==> config.mk <==
export PLATFORM = sky130hd
export DESIGN_NAME = flit_pattern_injector
export DESIGN_NICKNAME = d
export VERILOG_FILES = /design/src/rtl/flit_pattern_injector.sv
export SDC_FILE = /design/constraint.sdc
export NUM_CORES = 1
export LEC_CHECK = 0
export CAP_MARGIN = 20
export CORE_ASPECT_RATIO = 0.7
export CORE_UTILIZATION = 30
export CTS_CLUSTER_SIZE = 14
export DETAILED_ROUTE_END_ITERATION = 10
export MAX_ROUTING_LAYER = met4
export PLACE_DENSITY = 0.59
export SETUP_SLACK_MARGIN = 0.1
export SYNTH_ARGS = -nofsm -noshare
export SYNTH_HDL_FRONTEND = slang
export SYNTH_SLANG_ARGS = --single-unit
==> constraint.sdc <==
create_clock -name clk -period 3.1 [get_ports clk]
set_clock_uncertainty 0.15 [all_clocks]
set_input_delay 0.465 -clock clk [delete_from_list [all_inputs] [get_ports clk]]
set_output_delay 0.465 -clock clk [all_outputs]
set_load 0.005 [all_outputs]
==> src/rtl/flit_pattern_injector.sv <==
// Purpose: injects 2N-bit test flits (walking-ones patterns) in packets of PAYLOAD flits separated by GAP idle cycles.
// Latency: registered outputs; valid rises the cycle after start is sampled in IDLE, done pulses one cycle after the last gap.
// Backpressure: valid/ready; the flit, sof and eof hold while ready is low. Optional INJ_ACTIVITY_CNT_EN adds the toggle counter.
module flit_pattern_injector #(
    parameter int N       = 22,
    parameter int PAYLOAD = 20,
    parameter int GAP     = 7,
    parameter int NUM_PKT = 10
) (
    input  logic          clk,
    input  logic          rst,
    input  logic          start,
    input  logic          ready,
    output logic          valid,
    output logic [N-1:0]  op_a,
    output logic [N-1:0]  op_b,
    output logic          sof,
    output logic          eof,
    output logic          busy,
    output logic          done,
    output logic [31:0]   act_cnt
);

    localparam int            W      = 2 * N;
    localparam int            KW     = $clog2(W + 1);
    localparam logic [KW-1:0] K_ONE  = KW'(1);
    localparam logic [KW-1:0] K_MAX  = KW'(W);
    localparam logic [7:0]    PAY_L  = 8'(PAYLOAD);
    localparam logic [7:0]    GAP_M1 = (GAP == 0) ? 8'd0 : 8'(GAP - 1);
    localparam logic [7:0]    NPK_L  = 8'(NUM_PKT);
    localparam bit            FINITE = (NUM_PKT != 0);

    typedef enum logic [1:0] {
        S_IDLE = 2'd0,
        S_SEND = 2'd1,
        S_GAP  = 2'd2,
        S_DONE = 2'd3
    } state_t;

    state_t        state_q, state_d;
    logic [KW-1:0] k_q, k_d;
    logic [1:0]    ph_q, ph_d;
    logic [7:0]    flit_q, flit_d;
    logic [7:0]    pkt_q, pkt_d;
    logic [7:0]    gap_q, gap_d;
    logic [W-1:0]  word_q, word_d;
    logic          sof_q, sof_d;
    logic          eof_q, eof_d;

    logic          xfer;
    logic          run_start;
    logic          load_first;
    logic [KW-1:0] k_adv;
    logic [1:0]    ph_adv;

    // LOW(k) is k least-significant ones; phase 2 swaps the two halves of it.
    function automatic logic [W-1:0] pattern(input logic [KW-1:0] k, input logic [1:0] ph);
        logic [W-1:0] low;
        low = ~({W{1'b1}} << k);
        case (ph)
            2'd0:    pattern = low;
            2'd1:    pattern = ~low;
            default: pattern = {low[N-1:0], low[W-1:N]};
        endcase
    endfunction

    assign xfer      = (state_q == S_SEND) && ready;
    assign run_start = (state_q == S_IDLE) && start;

    // Sequencing: next state, flit/packet/gap counters and the next registered flit.
    always_comb begin
        state_d    = state_q;
        k_d        = k_q;
        ph_d       = ph_q;
        flit_d     = flit_q;
        pkt_d      = pkt_q;
        gap_d      = gap_q;
        word_d     = word_q;
        sof_d      = sof_q;
        eof_d      = eof_q;
        load_first = 1'b0;
        ph_adv     = (ph_q == 2'd2) ? 2'd0 : ph_q + 2'd1;
        k_adv      = (ph_q != 2'd2) ? k_q : ((k_q == K_MAX) ? K_ONE : k_q + K_ONE);

        case (state_q)
            S_IDLE: begin
                if (run_start) begin
                    state_d    = S_SEND;
                    pkt_d      = 8'd0;
                    load_first = 1'b1;
                end
            end
            S_SEND: begin
                if (xfer) begin
                    if (flit_q == PAY_L) begin
                        pkt_d = pkt_q + 8'd1;
                        if (GAP != 0) begin
                            state_d = S_GAP;
                            gap_d   = 8'd0;
                            word_d  = '0;
                            sof_d   = 1'b0;
                            eof_d   = 1'b0;
                        end else if (FINITE && (pkt_q + 8'd1 == NPK_L)) begin
                            state_d = S_DONE;
                            word_d  = '0;
                            sof_d   = 1'b0;
                            eof_d   = 1'b0;
                        end else begin
                            load_first = 1'b1;
                        end
                    end else begin
                        flit_d = flit_q + 8'd1;
                        k_d    = k_adv;
                        ph_d   = ph_adv;
                        word_d = pattern(k_adv, ph_adv);
                        sof_d  = 1'b0;
                        eof_d  = (flit_q + 8'd1 == PAY_L);
                    end
                end
            end
            S_GAP: begin
                if (gap_q == GAP_M1) begin
                    if (FINITE && (pkt_q == NPK_L)) begin
                        state_d = S_DONE;
                    end else begin
                        state_d    = S_SEND;
                        load_first = 1'b1;
                    end
                end else begin
                    gap_d = gap_q + 8'd1;
                end
            end
            S_DONE: begin
                state_d = S_IDLE;
            end
            default: begin
                state_d = S_IDLE;
            end
        endcase

        // Every packet restarts the pattern at k=1, ph=0.
        if (load_first) begin
            flit_d = 8'd1;
            k_d    = K_ONE;
            ph_d   = 2'd0;
            word_d = pattern(K_ONE, 2'd0);
            sof_d  = 1'b1;
            eof_d  = (PAY_L == 8'd1);
        end
    end

    // State and datapath registers; reset wins over start and ready.
    always_ff @(posedge clk) begin
        if (rst) begin
            state_q <= S_IDLE;
            k_q     <= K_ONE;
            ph_q    <= 2'd0;
            flit_q  <= 8'd0;
            pkt_q   <= 8'd0;
            gap_q   <= 8'd0;
            word_q  <= '0;
            sof_q   <= 1'b0;
            eof_q   <= 1'b0;
        end else begin
            state_q <= state_d;
            k_q     <= k_d;
            ph_q    <= ph_d;
            flit_q  <= flit_d;
            pkt_q   <= pkt_d;
            gap_q   <= gap_d;
            word_q  <= word_d;
            sof_q   <= sof_d;
            eof_q   <= eof_d;
        end
    end

    assign valid = (state_q == S_SEND);
    assign busy  = (state_q == S_SEND) || (state_q == S_GAP);
    assign done  = (state_q == S_DONE);
    assign op_a  = word_q[N-1:0];
    assign op_b  = word_q[W-1:N];
    assign sof   = sof_q;
    assign eof   = eof_q;

`ifdef INJ_ACTIVITY_CNT_EN
    logic [W-1:0] prev_q, prev_d;
    logic [31:0]  act_q, act_d;
    logic [W-1:0] diff;
    logic [31:0]  pop;
    logic [32:0]  sum;

    // Toggle activity: bits changed versus the previously transferred word, saturating.
    always_comb begin
        prev_d = prev_q;
        act_d  = act_q;
        diff   = word_q ^ prev_q;
        pop    = 32'd0;
        for (int i = 0; i < W; i++) begin
            pop = pop + {31'd0, diff[i]};
        end
        sum = {1'b0, act_q} + {1'b0, pop};
        if (run_start) begin
            prev_d = '0;
            act_d  = 32'd0;
        end else if (xfer) begin
            prev_d = word_q;
            act_d  = sum[32] ? 32'hFFFF_FFFF : sum[31:0];
        end
    end

    // Activity registers.
    always_ff @(posedge clk) begin
        if (rst) begin
            prev_q <= '0;
            act_q  <= 32'd0;
        end else begin
            prev_q <= prev_d;
            act_q  <= act_d;
        end
    end

    assign act_cnt = act_q;
`else
    assign act_cnt = 32'd0;
`endif

endmodule

==> summary.md <==
| Metric | Value |
|---|---|
| Status | `completed` |
| Syn. warnings | `0` |
| Starting Density | `31.3%` |
| Flop pwr share | `33.4%` |
| Worst R2R Path Depth | `8` |
| Minimum clock period | `2.92 ns` |
| Number of I/O pins | `85` |
| Internal | `2.45 mW` |
| Drt pass-1 iters | `5` |
| CTS buffer count | `9` |
| Setup bufs post-CTS | `0` |
| CP arrival | `3.07 ns` |
| Worst Setup Start Kind | `register` |
| Worst Path Required | `3.25 ns` |
| Residual DRC | `0` |
| Post-synth EDFFs | `0` |
| Worst Setup End Kind | `register` |
| Antenna-violating nets left | `0` |
| Worst Hold Class | `register to register` |
| WL/cell | `18.1 um` |
| CTS root buf | `clkbuf_16` |
| CP cell instances | `inv_1 > ha_1 > and3b_1 > nor4_4 > a2bb2oi_2 > o21ai_1 > a221oi_1 > a32o_1` |
| # diodes | `0` |
| Top-area cell type share of the netlist area | `29.3%` |
| Cell taking the most area after synthesis | `dfxtp_1` |
| Min-Delay Path Depth | `2` |
| Clk sink count | `80` |
| P&R area growth vs syn | `21.3%` |
| Avg Vias per Cell | `5.40` |
| Fin crit share | `94.1%` |
| Clock Latency Late Sink | `0.36 ns` |
| Placeable Area | `17500 um^2` |
| Largest stage delay, worst path | `0.46 ns` |
| Critical path buffer and inverter count | `1` |
| Unrepaired setup endpoints after global routing | `no` |
| Min-delay src | `word_q[39]` |
| Crit path max fanout | `9` |
| Asr flop ratio synth | `0%` |
| I/O Buffers | `52` |
| Worst reg2reg startpoint | `k_q[1]` |
| GPL Wtd Cong | `1.01` |
| Max Transition Viols Final | `0` |
| H-Tree Depth | `3` |
| DRT Wirelength | `17600 um` |
| Worst setup path startpoint | `k_q[1]` |
| Initial antenna violation count | `0` |
| Yosys reg bits | `80` |
| Logic gate share of total power | `37.3%` |
| Crit path max-delay family | `compound AO/OA/AOI/OAI gates` |
| Final Hold Fails | `0` |
| Clock buffer depth | `2` |
| Grt ovf | `0` |
| WS Path Type | `register to register` |
| Mean post-synth cell area | `8.24 um^2` |
| Sw Pwr | `1.39 mW` |
| FILL cells | `1808` |
| Max_slew headroom | `43.4%` |
| Ranking of synthesized cells by area | `dfxtp_1, buf_4, nand2_1` |
| Switching share of power | `36.2%` |
| Cell count after placement | `951` |
| All-Layer GR Usage | `19.9%` |
| Seq/Total Area, Yosys | `29.3%` |
| Number of distinct library cells after synthesis | `86` |
| Largest net degree at the start of global routing | `38` |
| Setup_tns | `0 ns` |
| Die area | `18800 um^2` |
| Hpwl dp | `13000 um` |
| Syn Std Cell Area | `5460 um^2` |
| Vias in the first global route | `4803` |
| Die H | `115 um` |
| IR drop worst, VDD | `363 uV` |
| First-pass GRT wire length | `27500 um` |
| Max Clk Rate | `343 MHz` |
| Leakage | `2.53 nW` |
| Fraction of layout cells with a size suffix above 1 | `14.7%` |
| Layout net count | `748` |
| Hold_ws | `0.300 ns` |
| Power Total | `3.84 mW` |
| Cells after synthesis | `663` |
| CTS tree | `yes` |
| Dominant synthesized flop cell | `dfxtp_1` |
| Setup violators final | `0` |
| Vias | `5220` |
| DR iter-0 viols | `614` |
| Hold buffer count at CTS | `0` |
| Worst-path cell with the longest stage delay | `dfxtp_1` |
| Max-Cap Viols | `0` |
| Clock power share | `29.3%` |
| Die Wd | `163 um` |
| Final std cells w/o fill | `967` |
| Pwr dens | `580 nW/um^2` |
| Worst Tran Pin Value | `0.846 ns` |
| Num rows | `40` |
| Reg clk slew, reported paths | `0.07 ns` |
| Worst path depth | `8` |
-- synthesized netlist by cell type (14+ instances only) --
library cell,count
xor2_1,14
o21ai_1,17
nor2_1,58
nor3_1,16
mux2i_1,26
clkbuf_1,18
a21oi_1,48
dfxtp_1,80
o21ai_0,16
a32o_1,19
buf_2,17
nand2_1,71
inv_1,14
buf_4,37
nand3_1,23
-- cell type report --
class	count	area (um^2)	share of cell area, %
multi-input combinational	523	3450	52.1
sequential	80	1600	24.2
timing repair buffer	102	908	13.7
tap	231	289	4.36
clock buffer	10	239	3.61
clock inverter	6	73.8	1.11
inverter	15	56.3	0.850
-- metrics by stage --
stage,cell area (um^2),worst slack [ns],util (%)
floorplan,5580,0.645,-
global placement,6310,0.251,36.1
detailed placement,6310,0.245,36.1
CTS,6620,0.231,37.9
global route,6620,0.106,37.9
finish,6620,0.182,37.9
-- layer usage --
metal / vias to the layer above / track usage (%) / share of wire [%] / wire [um]
met2: 238 / 24.5 / 39 / 6770
met5: - / - / 0 / 0
met3: 18 / 5.05 / 8.3 / 1460
li1: 2514 / - / - / -
met4: 0 / 5.98 / 1.3 / 221
met1: 2450 / 30.1 / 52 / 9100
-- cells in the final DEF (no fill, tap or decap), types with 9 or more instances in the layout --
cell,instances
ha_1,13
o21ai_1,17
a32o_1,19
a21oi_1,48
mux2i_1,26
nand3_1,23
nand2_1,71
conb_1,32
nor3_1,16
clkbuf_16,9
o21ai_0,16
inv_1,14
clkdlybuf4s50_1,52
nand4_1,11
xor2_1,14
nor2_1,57
buf_4,49
a22o_1,9
dfxtp_1,79
-- power by group through the flow --
stage          combinational (mW)  sequential [mW]  clock (mW)
2_1_floorplan               0.880             1.27           0
3_3_place_gp                 1.41             1.30           0
6_report                     1.43             1.28        1.12
4_1_cts                      1.41             1.28        1.15
3_5_place_dp                 1.40             1.30           0
5_1_grt                      1.55             1.30        1.20
-- logic make-up after synthesis --
family                   count (synthesis)  share of synthesized area (%)
AO/OA/AOI/OAI                          182                           24.9
adder cells (fa/ha/maj)                 13                           2.98
XOR/XNOR                                24                           4.54
other                                    1                         0.0687
multiplexers                            31                           5.80
flip-flops                              80                           29.3
AND/OR/NAND/NOR                        241                           22.8
buffers and inverters                   91                           9.60
-- final timing paths --
check	endpoint	slack (ns)
hold reg to reg	word_q[39]	0.30
setup reg to reg	word_q[2]	0.18
hold / removal	word_q[39]	0.30
setup / recovery	word_q[2]	0.18
-- worst reg2reg max path: stages, from the launching register on --
cell and delay [ns]:
dfxtp_1 0.46, inv_1 0.13, ha_1 0.23, and3b_1 0.31, nor4_4 0.35, a2bb2oi_2 0.45
o21ai_1 0.27, a221oi_1 0.31, a32o_1 0.22
-- sequential cells by signal, indices dropped and copies added (netlist names) --
register,cells
state_q,2
eof,1
k_q,6
sof,1
word_q,44
pkt_q,8
ph_q,2
gap_q,8
flit_q,8
-- repair_timing --
action                     in CTS  in global routing
resized for setup               0                  2
hold endpoints to repair        0                  0
setup endpoints to repair       0                 13
(Power assumes the default switching activity.)
